===== src/rtl/adpcm_mc_encoder.sv =====
// Multi-channel IMA ADPCM encoder: per-channel predictor/step-index state,
// single-cycle encode on accept, registered output with valid/ready hold.
module adpcm_mc_encoder #(
  parameter int unsigned CHANNELS = 2,
  parameter int unsigned CH_W     = (CHANNELS > 1) ? $clog2(CHANNELS) : 1
) (
  input  logic            clk,
  input  logic            reset,
  input  logic            in_valid,
  output logic            in_ready,
  input  logic [CH_W-1:0] in_ch,
  input  logic [15:0]     in_sample,
  input  logic            ch_clear,
  input  logic [CH_W-1:0] ch_clear_id,
  output logic            out_valid,
  input  logic            out_ready,
  output logic [CH_W-1:0] out_ch,
  output logic [3:0]      out_code,
  output logic [15:0]     out_pred
);

  function automatic logic [14:0] step_of(input logic [6:0] idx);
    case (idx)
      7'd0:  step_of = 15'd7;     7'd1:  step_of = 15'd8;     7'd2:  step_of = 15'd9;     7'd3:  step_of = 15'd10;
      7'd4:  step_of = 15'd11;    7'd5:  step_of = 15'd12;    7'd6:  step_of = 15'd13;    7'd7:  step_of = 15'd14;
      7'd8:  step_of = 15'd16;    7'd9:  step_of = 15'd17;    7'd10: step_of = 15'd19;    7'd11: step_of = 15'd21;
      7'd12: step_of = 15'd23;    7'd13: step_of = 15'd25;    7'd14: step_of = 15'd28;    7'd15: step_of = 15'd31;
      7'd16: step_of = 15'd34;    7'd17: step_of = 15'd37;    7'd18: step_of = 15'd41;    7'd19: step_of = 15'd45;
      7'd20: step_of = 15'd50;    7'd21: step_of = 15'd55;    7'd22: step_of = 15'd60;    7'd23: step_of = 15'd66;
      7'd24: step_of = 15'd73;    7'd25: step_of = 15'd80;    7'd26: step_of = 15'd88;    7'd27: step_of = 15'd97;
      7'd28: step_of = 15'd107;   7'd29: step_of = 15'd118;   7'd30: step_of = 15'd130;   7'd31: step_of = 15'd143;
      7'd32: step_of = 15'd157;   7'd33: step_of = 15'd173;   7'd34: step_of = 15'd190;   7'd35: step_of = 15'd209;
      7'd36: step_of = 15'd230;   7'd37: step_of = 15'd253;   7'd38: step_of = 15'd279;   7'd39: step_of = 15'd307;
      7'd40: step_of = 15'd337;   7'd41: step_of = 15'd371;   7'd42: step_of = 15'd408;   7'd43: step_of = 15'd449;
      7'd44: step_of = 15'd494;   7'd45: step_of = 15'd544;   7'd46: step_of = 15'd598;   7'd47: step_of = 15'd658;
      7'd48: step_of = 15'd724;   7'd49: step_of = 15'd796;   7'd50: step_of = 15'd876;   7'd51: step_of = 15'd963;
      7'd52: step_of = 15'd1060;  7'd53: step_of = 15'd1166;  7'd54: step_of = 15'd1282;  7'd55: step_of = 15'd1411;
      7'd56: step_of = 15'd1552;  7'd57: step_of = 15'd1707;  7'd58: step_of = 15'd1878;  7'd59: step_of = 15'd2066;
      7'd60: step_of = 15'd2272;  7'd61: step_of = 15'd2499;  7'd62: step_of = 15'd2749;  7'd63: step_of = 15'd3024;
      7'd64: step_of = 15'd3327;  7'd65: step_of = 15'd3660;  7'd66: step_of = 15'd4026;  7'd67: step_of = 15'd4428;
      7'd68: step_of = 15'd4871;  7'd69: step_of = 15'd5358;  7'd70: step_of = 15'd5894;  7'd71: step_of = 15'd6484;
      7'd72: step_of = 15'd7132;  7'd73: step_of = 15'd7845;  7'd74: step_of = 15'd8630;  7'd75: step_of = 15'd9493;
      7'd76: step_of = 15'd10442; 7'd77: step_of = 15'd11487; 7'd78: step_of = 15'd12635; 7'd79: step_of = 15'd13899;
      7'd80: step_of = 15'd15289; 7'd81: step_of = 15'd16818; 7'd82: step_of = 15'd18500; 7'd83: step_of = 15'd20350;
      7'd84: step_of = 15'd22385; 7'd85: step_of = 15'd24623; 7'd86: step_of = 15'd27086; 7'd87: step_of = 15'd29794;
      default: step_of = 15'd32767;
    endcase
  endfunction

  function automatic logic signed [7:0] idx_adj(input logic [2:0] mag_code);
    case (mag_code)
      3'd4:    idx_adj = 8'sd2;
      3'd5:    idx_adj = 8'sd4;
      3'd6:    idx_adj = 8'sd6;
      3'd7:    idx_adj = 8'sd8;
      default: idx_adj = -8'sd1;
    endcase
  endfunction

  logic signed [15:0] pred_q [CHANNELS];
  logic [6:0]         idx_q  [CHANNELS];
  logic               out_valid_q;
  logic [CH_W-1:0]    out_ch_q;
  logic [3:0]         out_code_q;
  logic [15:0]        out_pred_q;

  logic               accept, ch_ok, clr_ok;
  logic [CH_W-1:0]    sel;
  logic signed [15:0] pred_cur;
  logic [6:0]         idx_cur;
  logic [14:0]        step;
  logic signed [16:0] diff;
  logic [16:0]        mag, rem1, rem2, vpdiff;
  logic signed [17:0] sum;
  logic signed [7:0]  idx_sum;
  logic [3:0]         code_d;
  logic [15:0]        pred_d;
  logic [6:0]         idx_d;

  assign in_ready  = !out_valid_q || out_ready;
  assign accept    = in_valid && in_ready;
  assign ch_ok     = 32'(in_ch) < CHANNELS;
  assign clr_ok    = 32'(ch_clear_id) < CHANNELS;
  assign out_valid = out_valid_q;
  assign out_ch    = out_ch_q;
  assign out_code  = out_code_q;
  assign out_pred  = out_pred_q;

  always_comb begin
    sel      = ch_ok ? in_ch : '0;
    pred_cur = pred_q[sel];
    idx_cur  = idx_q[sel];
    step     = step_of(idx_cur);
    diff     = $signed({in_sample[15], in_sample}) - $signed({pred_cur[15], pred_cur});
    code_d   = '0;
    code_d[3] = diff[16];
    mag      = diff[16] ? 17'(-diff) : 17'(diff);
    rem1     = mag;
    if (mag >= {2'b0, step}) begin
      code_d[2] = 1'b1;
      rem1      = mag - {2'b0, step};
    end
    rem2 = rem1;
    if (rem1 >= {3'b0, step[14:1]}) begin
      code_d[1] = 1'b1;
      rem2      = rem1 - {3'b0, step[14:1]};
    end
    code_d[0] = rem2 >= {4'b0, step[14:2]};
    vpdiff = {5'b0, step[14:3]}
           + (code_d[2] ? {2'b0, step}       : 17'd0)
           + (code_d[1] ? {3'b0, step[14:1]} : 17'd0)
           + (code_d[0] ? {4'b0, step[14:2]} : 17'd0);
    sum = code_d[3] ? ($signed({{2{pred_cur[15]}}, pred_cur}) - $signed({1'b0, vpdiff}))
                    : ($signed({{2{pred_cur[15]}}, pred_cur}) + $signed({1'b0, vpdiff}));
    // Out of 16-bit range whenever the top three bits disagree
    if (sum[17:15] != {3{sum[17]}}) pred_d = sum[17] ? 16'h8000 : 16'h7FFF;
    else                            pred_d = sum[15:0];
    idx_sum = $signed({1'b0, idx_cur}) + idx_adj(code_d[2:0]);
    if (idx_sum[7])                idx_d = '0;
    else if (idx_sum > 8'sd88)     idx_d = 7'd88;
    else                           idx_d = idx_sum[6:0];
  end

  always_ff @(posedge clk) begin
    if (reset) begin
      for (int unsigned i = 0; i < CHANNELS; i++) begin
        pred_q[i] <= '0;
        idx_q[i]  <= '0;
      end
      out_valid_q <= 1'b0;
      out_ch_q    <= '0;
      out_code_q  <= '0;
      out_pred_q  <= '0;
    end else begin
      if (accept && ch_ok) begin
        pred_q[sel] <= pred_d;
        idx_q[sel]  <= idx_d;
      end
      // Placed after the encode write so a coincident clear wins the state
      if (ch_clear && clr_ok) begin
        pred_q[ch_clear_id] <= '0;
        idx_q[ch_clear_id]  <= '0;
      end
      if (accept && ch_ok) begin
        out_valid_q <= 1'b1;
        out_ch_q    <= in_ch;
        out_code_q  <= code_d;
        out_pred_q  <= pred_d;
      end else if (out_ready) begin
        out_valid_q <= 1'b0;
      end
    end
  end

endmodule


===== config.mk =====
export PLATFORM = sky130hd
export DESIGN_NAME = adpcm_mc_encoder
export DESIGN_NICKNAME = d
export VERILOG_FILES = /design/src/rtl/adpcm_mc_encoder.sv
export SDC_FILE = /design/constraint.sdc
export NUM_CORES = 1
export LEC_CHECK = 0
export BUFFER_PORTS_ARGS = -buffer_cell sky130_fd_sc_hd__buf_2
export CAP_MARGIN = 20
export CORE_MARGIN = 8
export CORE_UTILIZATION = 45
export CTS_BUF_LIST = sky130_fd_sc_hd__clkbuf_4 sky130_fd_sc_hd__clkbuf_8
export CTS_CLUSTER_SIZE = 25
export DETAILED_ROUTE_END_ITERATION = 6
export PLACE_DENSITY = 0.58
export SYNTH_ARGS = -nofsm -noshare
export SYNTH_HDL_FRONTEND = slang
export SYNTH_SLANG_ARGS = --single-unit

===== constraint.sdc =====
create_clock -name clk -period 27.7 [get_ports clk]
set_input_delay 4.155 -clock clk [delete_from_list [all_inputs] [get_ports clk]]
set_output_delay 4.155 -clock clk [all_outputs]
set_load 0.01 [all_outputs]

==> impl_results.md <==
- Final setup viols: 0
- CP peak stage delay: 0.85 ns
- I/O Pins: 46
- Placed cell area: roughly 0.011 mm2
- Final hold slack: 0.456 ns
- Clk_skew: ~0.011 ns
- Post-CTS setup repair buffer count: 0
- Hold depth: 2
- Crit path time final: 22.98 ns
- Register area share after synthesis: 0.125
- Post-Syn Area: 0.0109 mm2
- DR vias: 10,800
- RSZ-0062 raised after global routing: false
- Synth area leader: ha_1
- Total gr overflow: 0
- Stages on worst setup path: 74
- Initial DRT Pass Iterations: 5
- CTS resizes: 0
- Core area: 0.0240 mm2
- Fin area: 0.0116 mm2
- Status: finished, final reports clean
- Total global-route track usage: 0.223
- Final wirelength: 33,100 um
- Die width: 171 um
- Clock sink total: 68
- Setup slack, reg-to-reg: 9.04 ns
- Initial Util: 0.452
- TritonCTS clock tree: done
- Adder-cell share of the synthesized area: 0.199
- Largest family of logic cells by synthesized area: compound AO/OA/AOI/OAI gates
- Final Net Count: roughly 1,700
- Final Hold Vio Count: 0
- Mapped Avg Cell Area: about 7.3 um2
- Area fraction of the dominant cell type after synthesis: 0.144
- Relative slew slack: 0.300
- Max_cap viols: 0
- IO Port Bufs: 45
- Die H: around 170 um
- Critical Path AT: 23.15 ns
- Vias per Instance: 5.91
- Endpoint kind of the worst setup timing path: register
- Clock root buffer: clkbuf_8
- Final core utilization: 0.482
- Row cnt: 57
- Pin count of the biggest net entering global routing: 42
- Crit Path Class: primary input to register
- DRC violations left: 0
- TritonCTS Buffers: 9
- Footprint of the multi-input gates: 0.00885 mm2
- Fraction of the mapped netlist area in simple logic gates: 0.193
- CP max stage cell: o41ai_1
- Initial DRC count: about 1,100
- Clock Tree Buf Depth: 2
- ANT nets after route: 0
- Final period util: 0.830
- Synth area leaders: ha_1, dfxtp_1, a21oi_1
- Asr flop ratio synth: 0
- Required @ worst endpoint: 27.88 ns
- First-pass GRT wire length: approximately 53,000 um
- Ratio of cells with drive above 1 in the final layout: 0.0861
- Reg area: about 0.0014 mm2
- Routability Congestion: roughly 0.9
- Synth Flop Type: dfxtp_1
- Flops & latches, synth: 68
- Die area: 0.0294 mm2
- Crit start category: primary input
- Critical Path Fanout Max: 29
- Hold Buf Count CTS: 0
- Number of synthesized flops with an enable pin: 0
- Worst reg-to-reg path cell count: 73
- Number of global-route vias before repair: 10,000
- # fillers: 2,481
- XOR/XNOR Fraction of Synth Area: 0.0685
- Post-Synthesis Cells: between 1,000 and 1,500
- H-tree levels: 3
- Worst path bufs/invs: 5
- Top cell family by delay on the critical path: compound AO/OA/AOI/OAI gates
- Final Max Slew Viols: 0
- Clk_lat worst skew: 0.34 ns
- Post-synth cell types: 85
- Syn_nets: ~1,700
- Total negative slack: 0 ns
- Syn-to-layout area delta: 6.68%
- Initial antenna violation count: 0
- Number of diodes: 0
- Compound-Gate Fraction of Synth Area: 0.303
- Worst-margin pin slew: 1.04 ns
- Synth Warn #: 0
- Multiplexer share of the synthesized area: 0.0482
- Fmax achieved: 43.5 MHz
- HP Class: register to register
- Average wire per standard cell: ~18 um
- HPWL after DPL: 25,800 um
- Clock-pin slew on the worst setup and hold paths: 0.08 ns
==> synth_stat cells (all sizes together) (5+ instances only) <==
cell type	instances
mux2	19
ha	125
nand2	139
a211oi	20
a21oi	141
nand4	9
xor2	38
o31ai	12
a32oi	9
inv	104
a21o	35
mux2i	28
o31a	6
buf	16
nor3	28
o211ai	45
nor2	146
nor2b	19
and2	7
o21a	18
o311ai	11
nand3	33
or2	8
o21ai	103
nand2b	20
o21bai	17
nor3b	9
a21boi	5
xnor2	47
dfxtp	68
clkbuf	51
and3	13
or3	6
o22ai	5
fa	30
o2111ai	7
a31oi	22
==> stage by stage <==
step,setup WS (ns),cells
global placement,5.04,1807
global route,3.02,1823
finish,4.72,1823
floorplan,7.16,1482
detailed placement,4.71,1807
CTS,4.95,1823
==> logic make-up after synthesis <==
group	after synthesis
AND/OR/NAND/NOR	453
flip-flops	68
XOR/XNOR	85
AO/OA/AOI/OAI	503
buffers and inverters	171
multiplexers	47
adder cells (fa/ha/maj)	155
==> metal layers <==
layer	share of wire	wire length (um)	vias to the layer above	track usage
met5	0	0	-	0
met4	0.016	519	0	0.0427
met3	0.040	1330	37	0.0243
met2	0.47	15500	287	0.374
met1	0.48	15700	5057	0.307
li1	-	-	5394	-
==> placed cells by master, fill, tap and decap left out, types with 44 or more instances in the layout <==
master / n
a21oi_1: 139
buf_2: 45
dfxtp_1: 68
ha_1: 125
inv_1: 103
nand2_1: 139
nor2_1: 145
o211ai_1: 44
o21ai_0: 97
xnor2_1: 47
==> sequential cells by signal, indices dropped and copies added, names as in the netlist <==
name       count
out_ch         1
out_pred      16
out_code       4
out_valid      1
idx_q         14
pred_q        32
==> worst reg2reg max path, delay by kind of cell (launching register included) <==
family | cells | cell delay (ns)
compound gates | 35 | 8.12
xor+xnor | 1 | 0.08
fa+ha+maj | 7 | 2.37
buf+inv | 7 | 2.03
flops | 1 | 0.37
mux | 3 | 0.75
simple gates | 20 | 4.79
==> worst paths after layout <==
kind | start | to
setup / recovery | in_ch | out_pred[13]
hold / removal | out_ch | out_ch
setup reg to reg | idx_q[1][3] | out_pred[13]
hold reg to reg | out_ch | out_ch
==> layout make-up <==
cell class / count / area share
clock buffers: 11 / 0.0120
clock inverters: 5 / 0.00453
inverters: 104 / 0.0339
multi-input cells: 1243 / 0.763
flip-flops and latches: 68 / 0.117
well taps: 324 / 0.0350
repair buffers: 68 / 0.0343
Power is not shown: default switching activity piles up to over one toggle a cycle in this logic, so the estimate is an artifact.
